## src/rtl/alu_seq.sv

```systemverilog
// Multi-cycle ALU: logic/add/sub/compare/shift ops in one cycle, iterative MULU/DIVU/REMU.
// Latency: 1 cycle for single-cycle ops, DATA_WIDTH+1 cycles for MULU/DIVU/REMU.
// Backpressure: one op in flight; result held in DONE until out_ready, new requests only from IDLE.
module alu_seq #(
  parameter int DATA_WIDTH = 32,
  parameter int CNT_WIDTH  = 6
) (
  input  logic                  clk,
  input  logic                  rst,
  input  logic                  in_valid,
  output logic                  in_ready,
  input  logic [DATA_WIDTH-1:0] A,
  input  logic [DATA_WIDTH-1:0] B,
  input  logic [3:0]            ALUop,
  output logic                  out_valid,
  input  logic                  out_ready,
  output logic [DATA_WIDTH-1:0] Result,
  output logic                  Overflow,
  output logic                  CarryOut,
  output logic                  Zero
);

  localparam int DW  = DATA_WIDTH;
  localparam int DW1 = DATA_WIDTH + 1;
  localparam int SHW = $clog2(DATA_WIDTH);

  localparam logic [3:0] OP_AND  = 4'b0000;
  localparam logic [3:0] OP_OR   = 4'b0001;
  localparam logic [3:0] OP_ADD  = 4'b0010;
  localparam logic [3:0] OP_SLTU = 4'b0011;
  localparam logic [3:0] OP_XOR  = 4'b0100;
  localparam logic [3:0] OP_NOR  = 4'b0101;
  localparam logic [3:0] OP_SUB  = 4'b0110;
  localparam logic [3:0] OP_SLT  = 4'b0111;
  localparam logic [3:0] OP_SLL  = 4'b1000;
  localparam logic [3:0] OP_SRL  = 4'b1001;
  localparam logic [3:0] OP_SRA  = 4'b1010;
  localparam logic [3:0] OP_MULU = 4'b1100;
  localparam logic [3:0] OP_DIVU = 4'b1101;
  localparam logic [3:0] OP_REMU = 4'b1110;

  typedef enum logic [1:0] {IDLE, BUSY, DONE} state_t;

  state_t                state_q, state_d;
  logic [3:0]            op_q, op_d;
  logic [CNT_WIDTH-1:0]  cnt_q, cnt_d;
  logic [2*DW-1:0]       mcand_q, mcand_d;   // shifted multiplicand
  logic [DW-1:0]         mplier_q, mplier_d; // multiplier (shifted) or divisor
  logic [2*DW-1:0]       acc_q, acc_d;       // product, or remainder in low bits
  logic [DW-1:0]         quot_q, quot_d;     // dividend shifting out, quotient shifting in
  logic [DW-1:0]         res_q, res_d;
  logic                  ovf_q, ovf_d;
  logic                  cy_q, cy_d;

  logic                  sub_en;
  logic [DW-1:0]         b_x;
  logic [DW:0]           sum;
  logic [DW-1:0]         sc_res;
  logic                  sc_ovf, sc_cy;
  logic                  is_multi;

  logic [2*DW-1:0]       mul_acc_nxt;
  logic [DW:0]           trial;
  logic                  ge;
  logic [DW-1:0]         rem_nxt, quot_nxt;

  assign in_ready  = (state_q == IDLE) && !rst;
  assign out_valid = (state_q == DONE);
  assign Result    = res_q;
  assign Overflow  = ovf_q;
  assign CarryOut  = cy_q;
  assign Zero      = (res_q == '0);

  assign is_multi = (ALUop == OP_MULU) || (ALUop == OP_DIVU) || (ALUop == OP_REMU);

  // Single-cycle function unit, evaluated directly on the request operands.
  always_comb begin
    sub_en = (ALUop == OP_SUB);
    b_x    = sub_en ? ~B : B;
    sum    = {1'b0, A} + {1'b0, b_x} + DW1'(sub_en);
    sc_res = '0;
    sc_ovf = 1'b0;
    sc_cy  = 1'b0;
    case (ALUop)
      OP_AND:  sc_res = A & B;
      OP_OR:   sc_res = A | B;
      OP_XOR:  sc_res = A ^ B;
      OP_NOR:  sc_res = ~(A | B);
      OP_ADD, OP_SUB: begin
        sc_res = sum[DW-1:0];
        sc_ovf = (A[DW-1] == b_x[DW-1]) && (sum[DW-1] != A[DW-1]);
        // For SUB the adder carry is "no borrow", so invert it.
        sc_cy  = sub_en ? ~sum[DW] : sum[DW];
      end
      OP_SLT:  sc_res = {{(DW-1){1'b0}}, ($signed(A) < $signed(B))};
      OP_SLTU: sc_res = {{(DW-1){1'b0}}, (A < B)};
      OP_SLL:  sc_res = A << B[SHW-1:0];
      OP_SRL:  sc_res = A >> B[SHW-1:0];
      OP_SRA:  sc_res = $unsigned($signed(A) >>> B[SHW-1:0]);
      default: sc_res = '0;
    endcase
  end

  // One iteration of shift-add multiply and of restoring divide.
  always_comb begin
    mul_acc_nxt = acc_q + (mplier_q[0] ? mcand_q : '0);
    trial       = {acc_q[DW-1:0], quot_q[DW-1]};
    ge          = (trial >= {1'b0, mplier_q});
    // When ge holds, trial - divisor < divisor, so low DW bits are exact.
    rem_nxt     = ge ? (trial[DW-1:0] - mplier_q) : trial[DW-1:0];
    quot_nxt    = {quot_q[DW-2:0], ge};
  end

  // FSM next-state and datapath register updates.
  always_comb begin
    state_d  = state_q;
    op_d     = op_q;
    cnt_d    = cnt_q;
    mcand_d  = mcand_q;
    mplier_d = mplier_q;
    acc_d    = acc_q;
    quot_d   = quot_q;
    res_d    = res_q;
    ovf_d    = ovf_q;
    cy_d     = cy_q;
    case (state_q)
      IDLE: begin
        if (in_valid) begin
          op_d = ALUop;
          if (is_multi) begin
            mcand_d  = {{DW{1'b0}}, A};
            mplier_d = B;
            acc_d    = '0;
            quot_d   = A;
            cnt_d    = '0;
            state_d  = BUSY;
          end else begin
            res_d   = sc_res;
            ovf_d   = sc_ovf;
            cy_d    = sc_cy;
            state_d = DONE;
          end
        end
      end
      BUSY: begin
        cnt_d = cnt_q + 1'b1;
        if (op_q == OP_MULU) begin
          acc_d    = mul_acc_nxt;
          mcand_d  = mcand_q << 1;
          mplier_d = mplier_q >> 1;
        end else begin
          acc_d  = {{DW{1'b0}}, rem_nxt};
          quot_d = quot_nxt;
        end
        if (cnt_q == CNT_WIDTH'(DW - 1)) begin
          ovf_d   = 1'b0;
          cy_d    = 1'b0;
          state_d = DONE;
          if (op_q == OP_MULU)      res_d = mul_acc_nxt[DW-1:0];
          else if (op_q == OP_DIVU) res_d = quot_nxt;
          else                      res_d = rem_nxt;
        end
      end
      DONE: begin
        if (out_ready) state_d = IDLE;
      end
      default: state_d = IDLE;
    endcase
  end

  // State and datapath registers; reset aborts any operation in flight.
  always_ff @(posedge clk or posedge rst) begin
    if (rst) begin
      state_q  <= IDLE;
      op_q     <= '0;
      cnt_q    <= '0;
      mcand_q  <= '0;
      mplier_q <= '0;
      acc_q    <= '0;
      quot_q   <= '0;
      res_q    <= '0;
      ovf_q    <= 1'b0;
      cy_q     <= 1'b0;
    end else begin
      state_q  <= state_d;
      op_q     <= op_d;
      cnt_q    <= cnt_d;
      mcand_q  <= mcand_d;
      mplier_q <= mplier_d;
      acc_q    <= acc_d;
      quot_q   <= quot_d;
      res_q    <= res_d;
      ovf_q    <= ovf_d;
      cy_q     <= cy_d;
    end
  end

endmodule

```

## config.mk

```make
export PLATFORM = sky130hd
export DESIGN_NAME = alu_seq
export DESIGN_NICKNAME = d
export VERILOG_FILES = /design/src/rtl/alu_seq.sv
export SDC_FILE = /design/constraint.sdc
export NUM_CORES = 1
export LEC_CHECK = 0
export BUFFER_PORTS_ARGS = -buffer_cell sky130_fd_sc_hd__buf_2
export CAP_MARGIN = 10
export CORE_MARGIN = 2
export CORE_UTILIZATION = 57
export DETAILED_ROUTE_END_ITERATION = 7
export MAX_ROUTING_LAYER = met4
export PLACE_DENSITY = 0.75
export SLEW_MARGIN = 15
export SYNTH_ARGS = -nofsm -noshare
export SYNTH_HDL_FRONTEND = slang
export SYNTH_SLANG_ARGS = --single-unit
```

## constraint.sdc

```tcl
create_clock -name clk -period 6.7 [get_ports clk]
set_input_delay 0.335 -clock clk [delete_from_list [all_inputs] [get_ports clk]]
set_output_delay 0.335 -clock clk [all_outputs]
set_load 0.02 [all_outputs]
```

==> results of run 1 <==
registers in the layout, indices dropped and copies added, names as in the netlist:
name and cells:
acc_q 32, mplier_q 32, op_q 4, Overflow 1, mcand_q 32, quot_q 32
cnt_q 6, state_q 2, Result 32, CarryOut 1
layer usage:
layer	vias to the layer above	wire length (um)	global-route usage
met1	10100	32600	0.594
met2	1220	34100	0.641
met4	0	3750	0.184
met3	175	7280	0.0442
li1	9427	-	-
met5	-	0	-
Yosys cell counts (all sizes together) (44+ instances only):
| cell | n |
|---|---|
| a21oi | 317 |
| nor2 | 303 |
| nand2 | 281 |
| ha | 200 |
| dfrtp | 174 |
| o21ai | 168 |
| inv | 136 |
| clkbuf | 120 |
| xnor2 | 76 |
| mux2i | 73 |
| a31oi | 54 |
| mux4 | 54 |
| xor2 | 44 |
power by group:
part	internal (mW)	leakage, nW	switching, mW
clock	0.564	0.295	0.482
combinational	1.98	7.36	3.42
sequential	1.53	2.07	0.534
total	4.08	9.73	4.44
critical path: stages, from the launching register on:
cell and delay [ns]:
dfrtp_1 0.99, ha_1 0.32, nor2b_1 0.07, o2111ai_1 0.34, a31oi_1 0.17, o211ai_1 0.55
a211oi_2 0.28, nor2_4 0.51, buf_4 0.44, a21oi_1 0.16, a211oi_1 0.54, o22a_1 0.23
worst paths after layout:
check / startpoint / endpoint / slack, ns / depth (start not counted)
setup / recovery: mplier_q[0] / Result[6] / 2.02 / 11
hold / removal: rst / state_q[1] / 0.05 / 2
setup reg to reg: mplier_q[0] / Result[6] / 2.02 / 11
hold reg to reg: op_q[3] / op_q[3] / 0.51 / 1
max in group asynchronous: rst / quot_q[17] / 5.04 / 3
min in group clk: out_ready / state_q[1] / 0.07 / 2
area by class of cell:
type | count | share of cell area
timing repair buffer | 137 | 0.0365
clock buffer | 17 | 0.0198
sequential | 174 | 0.202
antenna | 4 | 0.000465
clock inverter | 15 | 0.00802
inverter | 136 | 0.0239
multi-input combinational | 2122 | 0.683
tap | 455 | 0.0264
cell families after synthesis:
logic type,count (synthesis),synth area share
simple gates,819,0.180
fa+ha+maj,203,0.127
xor+xnor,120,0.0522
buf+inv,299,0.0574
compound gates,841,0.263
mux,139,0.103
flops,174,0.216
==> results.yml, run 1 <==
sta:
  setup_tns_ns: 0
  drv_slew: 0
  final.period_utilization: 0.698
  worst_pin_slew_ns: 1.17
  max_freq_ghz: 0.214
  clock-skew-final_ns: 0.0111
  holdWs_ns: 0.0540
  fin_crit_ns: 4.68
  fin_ws_ns: 2.02
  finalSetupViolCount: 0
  rsz0062_at_grt: "false"
  maxSlewHeadroom: 0.220
  finalHoldViolCount: 0
synthesis:
  synthCells: 2595
  yosys.area.top_type: "dfrtp_1"
  synth_edf_count: 0
  async_flop_share: 1.00
  synthesis.area_sq_mm: 0.0201
  synth_top_area_share: 0.216
  synth.distinct_cells: 83
  synth_seq_cells: 174
  synthFlopType: "dfrtp_1"
  synthTopCellsByArea: "dfrtp_1 22%, ha_1 12%, a21oi_1 7.9%"
  ys_seq_area_frac: 0.216
  yosys_warnings: 0
  avgSynthCellArea_sq_um: 7.76
  synth_nets: 2870
layout:
  final_cell_area_sq_mm: 0.0215
  final_cell_mix: "315 x a21oi_1, 300 x nor2_1, 281 x nand2_1"
  multiInputGateArea_sq_mm: 0.0147
  final_nets: 2863
  layout-drive-gt1-share: 0.104
  final_common_cell: "a21oi_1"
  seqCellArea_sq_mm: 0.00435
  fillers: 3134
  finish.utilization: 0.622
  fin_cells: 3060
  area_delta_synth_final_pct: 6.97
cts:
  clockBufferDepth: 2
  cts_tree: "done"
  cts_resized: 0
  postCtsSetupRepairBufs: 0
  cts_root_buffer: "clkbuf_16"
  htreeDepth: 4
  cts_made_buffers: 17
  holdBufCountCts: 0
  insertion_delay_ns: 0.45
  path_clk_slew_ns: 0.07
  cts_sinks: 174
route:
  drc: 0
  viasPerCell: 6.83
  drtIter0Drc: 2730
  drt_pre_antenna_iters: 6
  vias: 20900
  antenna_left: 0
  wire_per_inst_um: 25.4
  wl_um: 77800
grt:
  grt_pass1_vias: 19200
  gr-usage-all-layers: 0.430
  gr-total-overflow: 0
  grt_antenna_before_repair: 3
  grt_pass1_wl_um: 116000
  grt_max_degree: 162
worst_setup_path:
  critPathMaxFanout: 34
  arrival_ns: 5.06
  cp-end-kind: "register"
  crit_path_start_kind: "register"
  worstSetupPathType: "reg -> reg"
  cp.required_ns: 7.09
min_path:
  worstHoldPathType: "in -> async"
run_status:
  outcome: "completed"
floorplanning:
  die_area_sq_mm: 0.0368
  start_util: 0.581
  core_area_sq_mm: 0.0346
  num_io_pins: 109
  die_width_um: 192
  rows: 68
  die_h_um: 192
placement:
  place_ws_ns: 2.10
  place.gp.congestion: 1.07
  place_inst: 3024
  place_area_sq_mm: 0.0209
  port_buffers: 108
  dp_hpwl_um: 59200
power:
  power.density_mw_per_mm2: 395
  finalPower_mw: 8.51
  ir_worst_vdd_mv: 0.360
  p_leak_nw: 9.73
job:
  maxCapViolations: 0
Power figures use the tool's default switching activity.
==> run 2: changes to the inputs <==
- PLACE_DENSITY: 0.75 -> 0.78
- clock period: 6.7 -> 4.3 ns (I/O delays scaled with it)
==> run 2 against run 1 <==
Net effect:
- the run now ends with design-rule violations left
- core utilization increased by 0.70 points
- routed wire length increased by 3.3%
- setup slack got worse by 1.7 ns
- combinational power increased by 60%
- flip-flop and latch count unchanged
- sequential share of layout area decreased by 0.23 points
- first-iteration DRC count increased by 6.7%
- non-clock buffer count increased by 31
- critical path type unchanged
- largest power group unchanged
==> results.yml, run 2 (synthesis gave the netlist of run 1 again) <==
worst_setup_path:
  critPathMaxFanout: 28
  worstSetupPathType: "reg -> reg"
  arrival_ns: 4.40
  cp_slowest_cell: "o211ai_1"
  cp-end-kind: "register"
  cpPeakStageDelay_ns: 0.55
  cp.required_ns: 4.69
  worst_path_most_repeated_cell: "buf_4"
  crit_path_start_kind: "register"
  cp_cell_sequence: "buf_4, ha_1, nor2b_1, o2111ai_1, a31oi_1, o211ai_1, a21oi_1, a211oi_1, xnor2_1, mux2i_1, a221oi_1, buf_4, o22a_1"
cts:
  cts_made_buffers: 17
  cts_tree: "done"
  cts_sinks: 174
  path_clk_slew_ns: 0.07
  insertion_delay_ns: 0.45
  clockBufferDepth: 2
  postCtsSetupRepairBufs: 0
  cts_resized: 0
  cts_root_buffer: "clkbuf_16"
  htreeDepth: 4
min_path:
  worstHoldPathType: "in -> reg"
power:
  combPwrFrac: 0.644
  p_leak_nw: 9.88
  power.density_mw_per_mm2: 617
  ir_worst_vdd_mv: 0.936
  clockPowerShare: 0.120
  seqPwrFrac: 0.236
  power.switching_mw: 7.01
  power.share.switching: 0.522
  finalPower_mw: 13.4
  p_int_mw: 6.42
placement:
  dp_hpwl_um: 61100
  port_buffers: 108
  place.gp.congestion: 1.03
  place_ws_ns: 0.190
sta:
  fin_crit_ns: 4.01
  setup_tns_ns: 0
  finalSetupViolCount: 0
  maxSlewHeadroom: 0.225
  rsz0062_at_grt: "false"
  worst_pin_slew_ns: 1.16
  finalHoldViolCount: 0
  clock-skew-final_ns: 0.0136
  max_freq_ghz: 0.249
  final.period_utilization: 0.933
  fin_ws_ns: 0.289
  holdWs_ns: 0.0609
  drv_slew: 0
grt:
  gr-usage-all-layers: 0.447
  grt_antenna_before_repair: 1
  grt_pass1_vias: 19700
  grt_pass1_wl_um: 120000
  grt_max_degree: 128
  gr-total-overflow: 0
route:
  vias: 21300
  wl_um: 80400
  drc: 7
  drt_pre_antenna_iters: 8
  drtIter0Drc: 2913
  viasPerCell: 6.91
  antenna_left: 0
  wire_per_inst_um: 26.0
floorplanning:
  core_area_sq_mm: 0.0346
  num_io_pins: 109
  start_util: 0.581
  die_width_um: 192
  die_area_sq_mm: 0.0368
  die_h_um: 192
  rows: 68
layout:
  final_cell_mix: "315 x a21oi_1, 299 x nor2_1, 281 x nand2_1"
  layout-drive-gt1-share: 0.113
  final_nets: 2894
  final_common_cell: "a21oi_1"
  area_delta_synth_final_pct: 8.18
run_status:
  violations: "design-rule violations"
  outcome: "finished, violations left"
job:
  maxCapViolations: 0
[run 2: cell type report]
cell class              count  area [sq um]
inverters                 136           514
diodes                      1          2.50
clock buffers              19           433
well taps                 455           569
multi-input cells        2122         14700
fillers                  3067         12900
clock inverters            13           151
flip-flops and latches    174          4350
repair buffers            168          1060
[run 2: metrics by stage]
step,instances,cell area (sq um),util
2_1_floorplan,2595,20100,-
3_3_place_gp,3053,21200,0.611
3_5_place_dp,3053,21200,0.611
4_1_cts,3087,21800,0.629
5_1_grt,3088,21800,0.629
6_report,3088,21800,0.629
[run 2: final timing paths]
kind | start | endpoint | slack, ns | depth (start not counted)
worst max-delay path | mplier_q[0] | Result[29] | 0.29 | 13
worst min-delay path | B[29] | mplier_q[29] | 0.06 | 3
worst max register to register | mplier_q[0] | Result[29] | 0.29 | 13
worst min register to register | CarryOut | CarryOut | 0.49 | 2
max in group asynchronous | rst | mcand_q[29] | 2.93 | 4
min in group asynchronous | rst | state_q[1] | 0.32 | 3
[run 2: worst max-delay path, delay by kind of cell (launching register included)]
family	cells	cell delay, ns
AO/OA/AOI/OAI	7	2.41
multiplexers	1	0.15
adder cells (fa/ha/maj)	1	0.21
XOR/XNOR	1	0.18
flip-flops	1	0.42
buffers and inverters	2	0.51
AND/OR/NAND/NOR	1	0.06
[run 2: what timing repair did]
action                                  4_1_cts  5_1_grt
endpoints found under the hold margin        14        0
hold buffers                                  2        0
endpoints found under the setup margin        0        0
[run 2: power by group through the flow]
stage,logic (mW),clock network [mW],registers [mW]
floorplan,5.88,0,3.05
global placement,8.11,0,3.12
detailed placement,8.30,0,3.16
CTS,8.40,1.61,3.13
global route,9.32,1.67,3.24
finish,8.65,1.61,3.17
[run 2: layer usage]
metal	GRT usage	part of all wire
met4	0.213	0.058
met3	0.0886	0.12
met5	-	0
met2	0.641	0.42
met1	0.603	0.40
